--- src/rtl/julia_pkg.sv ---
`default_nettype none
// julia_pkg -- shared FSM state type and frame constants for the Julia result path.
// Rev 1.0
package julia_pkg;

  typedef enum logic [1:0] {
    ST_IDLE  = 2'd0,
    ST_RUN   = 2'd1,
    ST_DRAIN = 2'd2,
    ST_DONE  = 2'd3
  } arb_state_t;

  localparam int FRAME_PIXELS = 640 * 480;
  // Linear frame-buffer address width, sized from the full-resolution frame.
  localparam int FB_ADDR_W = $clog2(FRAME_PIXELS);

endpackage
`default_nettype wire

--- src/rtl/rr_arbiter.sv ---
`default_nettype none
// rr_arbiter -- round-robin one-hot grant; search starts just after the last granted index.
// Rev 1.0
module rr_arbiter #(
  parameter int N = 16
) (
  input  logic         clk,
  input  logic         rst,
  input  logic [N-1:0] req,
  input  logic         advance,
  output logic [N-1:0] grant
);

  localparam int PTR_W = (N > 1) ? $clog2(N) : 1;
  localparam logic [PTR_W-1:0] LAST_IDX = PTR_W'(N - 1);

  logic [PTR_W-1:0] last_q;
  logic [PTR_W-1:0] grant_idx;
  logic [PTR_W-1:0] idx;
  logic             found;

  always_comb begin
    grant     = '0;
    grant_idx = last_q;
    idx       = last_q;
    found     = 1'b0;
    for (int k = 1; k <= N; k++) begin
      idx = PTR_W'((int'(last_q) + k) % N);
      if (!found && req[idx]) begin
        grant[idx] = 1'b1;
        grant_idx  = idx;
        found      = 1'b1;
      end
    end
  end

  // Reset pointer sits on the last index so worker 0 is searched first.
  always_ff @(posedge clk) begin
    if (rst) begin
      last_q <= LAST_IDX;
    end else if (advance && found) begin
      last_q <= grant_idx;
    end
  end

endmodule
`default_nettype wire

--- src/rtl/result_arbiter.sv ---
`default_nettype none
// result_arbiter -- collects Julia worker pixels into one frame-buffer write stream. Rev 1.0
// Optional stall statistics output enabled by defining RESULT_ARB_STATS_EN.
module result_arbiter
  import julia_pkg::*;
#(
  parameter int NUM_WORKERS = 16,
  parameter int ITER_W      = 8,
  parameter int X_MAX       = 639,
  parameter int Y_MAX       = 479
) (
  input  logic                        clk,
  input  logic                        rst,
  input  logic                        start,
  input  logic [NUM_WORKERS-1:0]      jw_ra_valid,
  input  logic [NUM_WORKERS*10-1:0]   jw_ra_x,
  input  logic [NUM_WORKERS*10-1:0]   jw_ra_y,
  input  logic [NUM_WORKERS*ITER_W-1:0] jw_ra_iter,
  output logic [NUM_WORKERS-1:0]      ra_jw_ack,
  output logic                        fb_wr_valid,
  input  logic                        fb_wr_ready,
  output logic [FB_ADDR_W-1:0]        fb_wr_addr,
  output logic [ITER_W-1:0]           fb_wr_data,
  output logic                        frame_done,
`ifdef RESULT_ARB_STATS_EN
  output logic [31:0]                 stall_cycles,
`endif
  output logic                        oob_err
);

  localparam logic [FB_ADDR_W-1:0] FRAME   = FB_ADDR_W'((X_MAX + 1) * (Y_MAX + 1));
  localparam logic [FB_ADDR_W-1:0] ROW_LEN = FB_ADDR_W'(X_MAX + 1);
  localparam logic [9:0]           X_LIM   = 10'(X_MAX);
  localparam logic [9:0]           Y_LIM   = 10'(Y_MAX);

  arb_state_t               state;
  arb_state_t               state_nxt;
  logic [FB_ADDR_W-1:0]     written;
  logic [FB_ADDR_W-1:0]     written_nxt;
  logic [NUM_WORKERS-1:0]   grant;
  logic [9:0]               sel_x;
  logic [9:0]               sel_y;
  logic [ITER_W-1:0]        sel_iter;
  logic                     hs;
  logic                     cap_en;
  logic                     cap;
  logic                     cap_oob;
  logic                     load;
  logic                     pend_nxt;

  assign hs          = fb_wr_valid & fb_wr_ready;
  assign cap_en      = !rst && (state == ST_RUN) && (!fb_wr_valid || hs);
  assign cap         = cap_en && (|jw_ra_valid);
  assign ra_jw_ack   = cap_en ? grant : '0;
  assign cap_oob     = (sel_x > X_LIM) || (sel_y > Y_LIM);
  assign load        = cap && !cap_oob;
  assign pend_nxt    = load | (fb_wr_valid & ~hs);
  assign written_nxt = written + FB_ADDR_W'(hs);
  assign frame_done  = (state == ST_DONE);

  rr_arbiter #(
    .N(NUM_WORKERS)
  ) u_rr_arbiter (
    .clk    (clk),
    .rst    (rst),
    .req    (jw_ra_valid),
    .advance(cap_en),
    .grant  (grant)
  );

  always_comb begin
    sel_x    = '0;
    sel_y    = '0;
    sel_iter = '0;
    for (int i = 0; i < NUM_WORKERS; i++) begin
      if (grant[i]) begin
        sel_x    = jw_ra_x[i*10 +: 10];
        sel_y    = jw_ra_y[i*10 +: 10];
        sel_iter = jw_ra_iter[i*ITER_W +: ITER_W];
      end
    end
  end

  // Leave RUN once every frame pixel is either written or sitting in the output register.
  always_comb begin
    state_nxt = state;
    case (state)
      ST_IDLE:  if (start) state_nxt = ST_RUN;
      ST_RUN:   if (written_nxt + FB_ADDR_W'(pend_nxt) == FRAME) state_nxt = ST_DRAIN;
      ST_DRAIN: if (hs) state_nxt = ST_DONE;
      ST_DONE:  state_nxt = ST_IDLE;
      default:  state_nxt = ST_IDLE;
    endcase
  end

  always_ff @(posedge clk) begin
    if (rst) begin
      state       <= ST_IDLE;
      written     <= '0;
      fb_wr_valid <= 1'b0;
      fb_wr_addr  <= '0;
      fb_wr_data  <= '0;
      oob_err     <= 1'b0;
    end else begin
      state       <= state_nxt;
      fb_wr_valid <= pend_nxt;
      if (state == ST_IDLE && start) begin
        written <= '0;
      end else begin
        written <= written_nxt;
      end
      if (load) begin
        fb_wr_addr <= FB_ADDR_W'(sel_y) * ROW_LEN + FB_ADDR_W'(sel_x);
        fb_wr_data <= sel_iter;
      end
      if (cap && cap_oob) begin
        oob_err <= 1'b1;
      end
    end
  end

`ifdef RESULT_ARB_STATS_EN
  always_ff @(posedge clk) begin
    if (rst) begin
      stall_cycles <= '0;
    end else if (state == ST_IDLE && start) begin
      stall_cycles <= '0;
    end else if ((state == ST_RUN || state == ST_DRAIN) && fb_wr_valid && !fb_wr_ready
                 && (stall_cycles != 32'hFFFF_FFFF)) begin
      stall_cycles <= stall_cycles + 32'd1;
    end
  end
`endif

endmodule
`default_nettype wire

--- config.mk ---
export PLATFORM = sky130hd
export DESIGN_NAME = result_arbiter
export DESIGN_NICKNAME = d
export VERILOG_FILES = /design/src/rtl/julia_pkg.sv /design/src/rtl/rr_arbiter.sv /design/src/rtl/result_arbiter.sv
export SDC_FILE = /design/constraint.sdc
export NUM_CORES = 1
export LEC_CHECK = 0
export CELL_PAD_IN_SITES_DETAIL_PLACEMENT = 1
export CELL_PAD_IN_SITES_GLOBAL_PLACEMENT = 1
export CORE_AREA = 2 2 199 201
export CTS_CLUSTER_SIZE = 25
export DETAILED_ROUTE_END_ITERATION = 12
export DIE_AREA = 0 0 201 203
export PLACE_DENSITY = 0.86
export SYNTH_ARGS = -nofsm -noshare
export SYNTH_HDL_FRONTEND = slang
export SYNTH_SLANG_ARGS = --single-unit
--- constraint.sdc ---
create_clock -name clk -period 20.1 [get_ports clk]
set_input_delay 4.02 -clock clk [delete_from_list [all_inputs] [get_ports clk]]
set_output_delay 4.02 -clock clk [all_outputs]
set_load 0.02 [all_outputs]
==> results of run 1 <==
placed cells by master, fill, tap and decap left out, types with 18 or more instances in the layout:
cell / instances
buf_4: 63
ha_1: 40
a22oi_1: 39
a221o_1: 18
dfxtp_1: 54
and2_1: 21
a221oi_1: 63
o221ai_1: 20
a31oi_1: 19
xor2_1: 23
or4_1: 22
or3_1: 36
xnor2_1: 23
nand4_1: 24
nor2_1: 133
o21ai_0: 86
nand3_1: 69
clkdlybuf4s50_1: 513
nand2b_1: 41
mux2i_1: 46
and3_1: 35
nand2_1: 128
o211ai_1: 38
nor4_1: 20
mux4_2: 22
inv_1: 58
a21oi_1: 86
nor3_1: 38
a32oi_1: 22
a211oi_1: 36
registers in the layout, summed over array words and instances (netlist names):
name and cells:
state 2, fb_wr_addr 19, fb_wr_valid 1, oob_err 1
written 19, fb_wr_data 8, u_rr_arbiter.last_q 4
worst paths after layout:
kind              slack [ns]                     endpoint
hold reg to reg         0.48  fb_wr_addr[18]$_SDFFE_PP0P_
setup reg to reg        8.78        state[1]$_SDFFE_PP0P_
hold / removal          0.48  fb_wr_addr[18]$_SDFFE_PP0P_
setup / recovery        6.41        state[1]$_SDFFE_PP0P_
cell type report:
cell class	instances	area (um2)	share of cell area (%)
Multi-Input combinational cell	1375	9670	55.6
Sequential cell	54	1080	6.22
Tap cell	518	648	3.73
Timing Repair Buffer	577	5610	32.3
Clock buffer	7	143	0.820
Inverter	59	221	1.27
Antenna cell	6	15.0	0.0863
Clock inverter	1	5.00	0.0288
logic make-up after synthesis:
group / after synthesis
buf+inv: 205
xor+xnor: 49
simple gates: 627
mux: 77
fa+ha+maj: 45
flops: 54
compound gates: 577
per-stage QoR:
stage,area (um2),setup slack [ns]
4_1_cts,17400,6.58
3_5_place_dp,17200,6.29
3_3_place_gp,17200,6.54
2_1_floorplan,11500,8.07
5_1_grt,17400,6.13
6_report,17400,6.41
per-layer routing:
| metal | up-vias | wire length (um) | track usage [%] |
|---|---|---|---|
| met4 | 16 | 7000 | 28.9 |
| met2 | 1319 | 41400 | 69.6 |
| met5 | - | 105 | 0 |
| met3 | 307 | 10400 | 12.2 |
| li1 | 7263 | - | - |
| met1 | 8584 | 35100 | 52.4 |
worst max-delay path: stages:
cell and delay, ns:
clkdlybuf4s50_1 0.53, mux4_2 0.63, mux2i_1 0.54, mux2_2 0.37
nand4_1 0.51, nor2_1 0.82, nand3_1 0.21, o211ai_1 0.43
or4_1 0.46, buf_4 0.38, or3_1 0.19, a2111oi_0 0.07
clkbuf_2 0.22, o41a_1 0.53, a41oi_2 0.32, nand3_2 0.80
nand2_1 0.37, ha_1 0.26, nand2_1 0.12, or3b_2 0.50
xor2_1 0.17, nor4_1 0.23, o2111ai_1 0.16, o41ai_1 0.45
o221ai_1 0.27, mux2i_1 0.23, nor2_1 0.06
==> reports/qor.txt, run 1 <==
run status - complete, no violations
CTS root buffer - clkbuf_16
drt initial violations - 2,053
portion of netlist area occupied by mux cells - 9.17%
headroom to the max-slew limit - 30.0%
Synth Area in XOR/XNOR - 3.79%
overall die width - 201 um
gr usage total - 44.0%
clock slew at reported path FFs - 0.07 ns
Synth warnings - 0
final setup violation count - 0
EDFF count, synth - 0
standard-cell rows - 72
post-route clock skew - 0.00719 ns
maximum clock frequency - 73.1 MHz
class of the worst hold path - register to register
Post-Syn Nets - 2,147
count of mapped cells out of synthesis - 1,634
total of flip-flops plus latches after synthesis - 54
simple-gate portion of the synthesized area - 28.4%
largest net degree at the start of global routing - 50
compound-gate portion of the synthesized area - 36.6%
Routed WL per cell - 36.2 um
Fill cells - 4,713
Slew @ Worst Pin - 1.04 ns
cts-stage hold buffer count - 0
mean instance size in the synthesized netlist - 7.06 um2
number of antenna-violating nets in the routed design - 0
count of TritonRoute iterations in the first routing pass - 7
crit share post-route - 68.1%
final total negative setup slack - 0 ns
final number of max-transition violations - 0
starting density of the core - 30.0%
sequential element share of the synthesized area - 9.37%
RSZ-0062 raised after global routing - false
share of flip-flops with an asynchronous set or reset after synthesis - 0%
# resized after CTS - 0
most instantiated cells after synthesis - 134 x nor2_1, 128 x nand2_1, 104 x clkbuf_1
synth-to-layout area growth - 50.8%
Synth Area in Adders - 5.01%
global-route wire length before repair - 130,000 um
start point of the worst min-delay path - fb_wr_addr[18]$_SDFFE_PP0P_
instance count after placement with tap cells included - 2,582
HPWL reported at the end of detailed placement - 77,300 um
worst-path fanout max - 28
endpoint class of the critical path - register
time the final worst path needs with I/O delays and setup - 13.69 ns
utilization after layout - 45.2%
Final GP Congestion - 1.18
maximum root-to-sink buffer count - 2
core footprint - 38,500 um2
clock buffers created by TritonCTS - 5
number of antenna violations at the first check in global routing - 15
Unique masters post-synth - 94
grt total ovfl - 0
CTS tree - done
H-Tree Depth - 2
hold violation count in the final report - 0
Layout Cells excl Fill - 2,597
launch point of the worst path - jw_ra_valid[10]
CTS Sinks - 54
most numerous cell in the Yosys netlist - nor2_1
depth of the worst register-to-register path - 30
share of Yosys cell area claimed by the top area cell type - 9.37%
Hold Path Cell Cnt - 2
post-detailed-route DRC marker count - 0
fraction of layout cells with a size suffix above 1 - 7.14%
num ports - 514
count of nets after finishing - 2,585
combined area of all synthesized cells - 11,500 um2
crit path launch type - input pin
number of global-route vias before repair - 17,800
area of the die - 40,800 um2
beginning of the worst register-to-register path - u_rr_arbiter.last_q[0]$_SDFFE_PP1P_
port buffer count - 513
wire length after detailed routing - 94,000 um
# Post-CTS Setup Buffers - 0
Via density - 6.73
most area-hungry cell type in the Yosys netlist - dfxtp_1
most used flip-flop cell after synthesis - dfxtp_1
dominant combinational cell family by area after synthesis - compound AO/OA/AOI/OAI gates
via count - 17,500
path type of the worst setup path - input pin to register
worst endpoint required time - 20.28 ns
# Max-Cap Violations - 0
Min Hold Slack - 0.479 ns
clock latency on the worst-skew pair - 0.31 ns
worst endpoint data arrival time - 13.87 ns
Area contributors post-synth - dfxtp_1 9.4%, a221oi_1 4.8%, ha_1 4.7%
Die Y-Extent - 203 um
Power of run 1 is not shown: default switching activity piles up to over one toggle a cycle in this logic, so the estimate is an artifact.
==> run 2, diff against run 1 <==
- CORE_AREA: 2 2 199 201 -> default
- CORE_MARGIN: default -> 2
- CORE_UTILIZATION: default -> 27
- DIE_AREA: 0 0 201 203 -> default
- PLACE_DENSITY: 0.86 -> 0.83
- clock period: 20.1 -> 12.1 ns (I/O delays scaled with it)
==> reports/qor.txt, run 2 (synthesis gave the netlist of run 1 again) <==
launch point of the worst path - jw_ra_valid[4]
Die Y-Extent - 211 um (+3.8%)
Regs by FF count - fb_wr_addr x19, written x19, fb_wr_data x8
number of antenna violations at the first check in global routing - 9 (-6)
synth-to-layout area growth - 54.6%
endpoint of the worst hold-timing path - fb_wr_addr[0]$_SDFFE_PP0P_
Fill cells - 5,144 (+9.1%)
Met1 Routed Length - 39,900 um (+14%)
top layer in use - met5
starting density of the core - 27.4% (-2.5 points)
clock slew at reported path FFs - 0.08 ns (about the same)
worst-path fanout max - 18 (-36%)
drt initial violations - 2,122 (+3.4%)
crit share post-route - 97.5%
hold violation count in the final report - 0 (unchanged)
beginning of the worst register-to-register path - u_rr_arbiter.last_q[1]$_SDFFE_PP1P_
crit path buf inv count - 3 (unchanged)
port buffer count - 513 (unchanged)
overall die width - 211 um (+4.8%)
cts-stage hold buffer count - 0 (unchanged)
count of TritonRoute iterations in the first routing pass - 6 (-1)
# Max-Cap Violations - 0 (unchanged)
Min Hold Slack - 0.483 ns (+0.00472 ns)
Hold Path Cell Cnt - 2 (unchanged)
family with the most delay on the worst path - simple AND/OR/NAND/NOR gates
area of the die - 44,400 um2 (+8.8%)
global-route wire length before repair - 130,000 um (about the same)
worst-case register-to-register setup slack - 1.18 ns (-7.60 ns)
final number of max-transition violations - 0 (unchanged)
Slew @ Worst Pin - 1.19 ns (+0.153 ns)
number of global-route vias before repair - 17,300 (-2.8%)
fraction of layout cells with a size suffix above 1 - 9.49% (+2.4 points)
clock latency on the worst-skew pair - 0.31 ns (about the same)
grt total ovfl - 0 (unchanged)
post-detailed-route DRC marker count - 0 (unchanged)
final total negative setup slack - 0 ns (unchanged)
wire length on met3 - 11,400 um (+9.1%)
largest net degree at the start of global routing - 38 (-24%)
number of antenna-violating nets in the routed design - 0 (unchanged)
leading cell type in the layout, fill and taps excluded - clkdlybuf4s50_1
Routed met2 length - 39,100 um (-5.6%)
RSZ-0062 raised after global routing - false
maximum root-to-sink buffer count - 2 (unchanged)
worst-path cell with the longest stage delay - nor4_4
via count - 17,400 (-0.38%)
endpoint class of the critical path - register
num ports - 514 (unchanged)
worst endpoint required time - 12.29 ns (-7.99 ns)
depth of the worst register-to-register path - 28 (-6.7%)
count of nets after finishing - 2,641 (+2.2%)
wire length after detailed routing - 95,000 um (+1.0%)
run status - complete, no violations
time the final worst path needs with I/O delays and setup - 11.80 ns
class of the worst hold path - register to register
crit path launch type - input pin
CTS root buffer - clkbuf_16
CTS Sinks - 54 (unchanged)
path type of the worst setup path - input pin to register
core footprint - 42,000 um2 (+9.3%)
# Post-CTS Setup Buffers - 0 (unchanged)
CTS tree - done
clock buffers created by TritonCTS - 5 (unchanged)
start point of the worst min-delay path - fb_wr_addr[0]$_SDFFE_PP0P_
Via density - 6.52 (-3.2%)
reg-to-reg critical path endpoint - fb_wr_addr[17]$_SDFFE_PP0P_
highest-count cells in the layout ignoring fill and taps - 513 x clkdlybuf4s50_1, 133 x nor2_1, 128 x nand2_1
final setup violation count - 0 (unchanged)
H-Tree Depth - 2 (unchanged)
HPWL reported at the end of detailed placement - 79,500 um (+2.8%)
post-route clock skew - 0.00660 ns (-0.000589 ns)
Final GP Congestion - 1.11 (-6.4%)
Routed WL per cell - 35.5 um (-1.8%)
maximum clock frequency - 84.7 MHz
worst endpoint data arrival time - 11.99 ns (-1.88 ns)
headroom to the max-slew limit - 19.9% (-10 points)
standard-cell rows - 75 (+4.2%)
gr usage total - 41.1% (-2.9 points)
CP max stage delay - 0.89 ns (+0.07 ns)
==> run 2: per-layer routing <==
layer | vias to the layer above | track usage (%)
met5 | - | 0
met4 | 8 | 17.7
met3 | 175 | 12.4
met2 | 1206 | 59.4
met1 | 8662 | 56.2
li1 | 7371 | -
==> run 2: worst reg2reg max path: cells and delay by family, from the launching register on <==
family | cells | cell delay [ns]
AO/OA/AOI/OAI | 6 | 2.85
adder cells (fa/ha/maj) | 4 | 1.87
flip-flops | 1 | 0.32
buffers and inverters | 4 | 0.84
AND/OR/NAND/NOR | 10 | 3.81
XOR/XNOR | 2 | 0.35
multiplexers | 2 | 0.75
==> run 2: through the flow <==
stage | util, % | std cells | worst slack [ns] | cell area (um2)
after floorplan | - | 1634 | 3.25 | 11500
after global placement | 42.0 | 2660 | 0.449 | 17700
final | 42.4 | 2672 | 0.300 | 17800
after global routing | 42.4 | 2670 | 0.0678 | 17800
after CTS | 42.4 | 2667 | 0.590 | 17800
after detailed placement | 42.0 | 2660 | 0.226 | 17700
==> run 2: area by class of cell <==
class | instances | area [um2] | share of cell area (%)
repair buffers | 633 | 6040 | 33.9
diodes | 5 | 12.5 | 0.0702
clock inverters | 2 | 38.8 | 0.218
flip-flops and latches | 54 | 1080 | 6.06
multi-input cells | 1375 | 9640 | 54.1
inverters | 59 | 221 | 1.24
well taps | 539 | 674 | 3.78
clock buffers | 5 | 125 | 0.702
==> run 2: worst max-delay path by stage <==
stage	to	depth (start not counted)	slack, ns
after CTS	fb_wr_addr[18]$_SDFFE_PP0P_	29	0.59
final	fb_wr_addr[17]$_SDFFE_PP0P_	26	0.30
after detailed placement	fb_wr_addr[18]$_SDFFE_PP0P_	29	0.23
after floorplan	state[0]$_SDFFE_PP0P_	30	3.25
after global routing	fb_wr_addr[18]$_SDFFE_PP0P_	30	0.07
after global placement	fb_wr_addr[18]$_SDFFE_PP0P_	27	0.45
==> run 2: repair_timing <==
| item | CTS | global route |
|---|---|---|
| setup endpoints to repair | 0 | 1 |
| hold endpoints to repair | 0 | 0 |
| resized for setup | 0 | 0 |
Power of run 2 is left out for the same reason.
==> run 3, diff against run 2 <==
- CORE_UTILIZATION: 27 -> 30
- CTS_CLUSTER_SIZE: 25 -> default
- PLACE_DENSITY: 0.83 -> 0.87
- clock period: 12.1 -> 13.35 ns (I/O delays scaled with it)
==> reports/qor.txt, run 3 (synthesis gave the netlist of run 1 again) <==
worst-path fanout max - 30 (+12)
number of antenna violations at the first check in global routing - 7 (-2)
Regs by FF count - fb_wr_addr x19, written x19, fb_wr_data x8
number of antenna-violating nets in the routed design - 0 (unchanged)
final total negative setup slack - 0 ns (unchanged)
worst endpoint required time - 13.53 ns (+1.24 ns)
# Post-CTS Setup Buffers - 0 (unchanged)
total placed instance area - 17,200 um2 (-2.4%)
wire length on met3 - 11,800 um (+3.8%)
Routed WL per cell - 36.2 um (+1.9%)
worst endpoint data arrival time - 11.99 ns (about the same)
fraction of layout cells with a size suffix above 1 - 7.22% (-2.3 points)
worst-path cell with the longest stage delay - a221oi_1
clock slew at reported path FFs - 0.07 ns (about the same)
headroom to the max-slew limit - 17.7% (-2.1 points)
crit share post-route - 88.5%
leading cell type in the layout, fill and taps excluded - clkdlybuf4s50_1
count of TritonRoute iterations in the first routing pass - 8 (+2)
Die Y-Extent - 200 um (-5.0%)
crit path buf inv count - 4 (+1)
clock latency on the worst-skew pair - 0.31 ns (about the same)
smallest setup slack after layout - 1.54 ns (+1.24 ns)
post-route clock skew - 0.00934 ns (+0.00274 ns)
CP max stage delay - 0.79 ns (-0.10 ns)
Fill cells - 4,642 (-9.8%)
synth-to-layout area growth - 51.0%
standard-cell rows - 71 (-5.3%)
drt initial violations - 1,999 (-5.8%)
Met1 Routed Length - 35,500 um (-11%)
Via density - 6.74 (+3.4%)
worst setup slack after placement - 1.71 ns (+1.48 ns)
gr usage total - 44.9% (+3.8 points)
cts-stage hold buffer count - 0 (unchanged)
global-route wire length before repair - 127,000 um (-2.5%)
wire length after detailed routing - 93,900 um (-1.1%)
maximum root-to-sink buffer count - 2 (unchanged)
HPWL reported at the end of detailed placement - 77,300 um (-2.7%)
grt total ovfl - 0 (unchanged)
# resized after CTS - 0 (unchanged)
worst-case register-to-register setup slack - 2.20 ns (+1.02 ns)
family with the most delay on the worst path - simple AND/OR/NAND/NOR gates
largest net degree at the start of global routing - 50 (+32%)
count of nets after finishing - 2,590 (-1.9%)
CTS tree - done
endpoint class of the critical path - register
maximum clock frequency - 84.7 MHz
number of global-route vias before repair - 17,200 (-0.68%)
RSZ-0062 raised after global routing - false
via count - 17,500 (+0.26%)
hold violation count in the final report - 0 (unchanged)
Slew @ Worst Pin - 1.23 ns (+0.0370 ns)
time the final worst path needs with I/O delays and setup - 11.81 ns
Routed met2 length - 40,100 um (+2.6%)
final number of max-transition violations - 0 (unchanged)
core footprint - 37,800 um2 (-10%)
highest-count cells in the layout ignoring fill and taps - 513 x clkdlybuf4s50_1, 133 x nor2_1, 128 x nand2_1
overall die width - 200 um (-5.0%)
CTS Sinks - 54 (unchanged)
CTS root buffer - clkbuf_16
area of the die - 40,000 um2 (-9.8%)
Final GP Congestion - 1.15 (+3.7%)
starting density of the core - 30.6% (+3.1 points)
num ports - 514 (unchanged)
top layer in use - met5
path type of the worst setup path - input pin to register
final setup violation count - 0 (unchanged)
class of the worst hold path - register to register
H-Tree Depth - 2 (unchanged)
crit path launch type - input pin
# Max-Cap Violations - 0 (unchanged)
run status - complete, no violations
port buffer count - 513 (unchanged)
clock buffers created by TritonCTS - 5 (unchanged)
post-detailed-route DRC marker count - 0 (unchanged)
final std cell area, no fill - 17,400 um2 (-2.3%)
## run 3: cell count changes in the layout (fill, tap and decap cells not counted)
| cell | delta |
|---|---|
| clkbuf_8 | +1 |
| nor3_2 | -1 |
| diode_2 | -1 |
| mux2i_2 | -1 |
| xor2_2 | +1 |
| buf_4 | -51 |
| clkinv_4 | -1 |
| mux2i_1 | +1 |
| nor3_1 | +1 |
| xor2_1 | -1 |
## run 3: metal layers
layer,vias to the layer above,GRT usage (%)
met5,-,0
met4,6,26.0
met3,262,15.1
met2,1317,68.1
met1,8617,55.4
li1,7265,-
## run 3: cell type report
class	instances	area (um2)	share of cell area [%]
multi-input cells	1375	9640	55.4
repair buffers	582	5650	32.5
flip-flops and latches	54	1080	6.21
well taps	511	639	3.67
inverters	59	221	1.27
clock buffers	6	139	0.798
clock inverters	1	30.0	0.172
diodes	4	10.0	0.0575
## run 3: path summary, 6_finish.rpt
kind                                                          start                          end  depth (start not counted)
worst max-delay path                                 jw_ra_valid[3]  fb_wr_addr[18]$_SDFFE_PP0P_                         30
worst min register to register           fb_wr_data[3]$_SDFFE_PP0P_   fb_wr_data[3]$_SDFFE_PP0P_                          2
worst max register to register  u_rr_arbiter.last_q[1]$_SDFFE_PP1P_  fb_wr_addr[18]$_SDFFE_PP0P_                         31
worst min-delay path                     fb_wr_data[3]$_SDFFE_PP0P_   fb_wr_data[3]$_SDFFE_PP0P_                          2
## run 3: metrics by stage
step / instances / hold WS (ns) / utilization (%)
3_5_place_dp: 2581 / 0.472 / 45.7
3_3_place_gp: 2581 / 0.463 / 45.7
2_1_floorplan: 1634 / 0.471 / -
6_report: 2592 / 0.488 / 46.1
4_1_cts: 2588 / 0.483 / 46.1
5_1_grt: 2588 / 0.498 / 46.1
## run 3: worst register-to-register path, delay by kind of cell, from the launching register on
family                   cells  cell delay [ns]
AO/OA/AOI/OAI               10             3.35
AND/OR/NAND/NOR             10             2.91
adder cells (fa/ha/maj)      3             1.54
buffers and inverters        4             1.05
flip-flops                   1             1.01
multiplexers                 2             0.80
XOR/XNOR                     2             0.38
Power of run 3 is left out for the same reason.
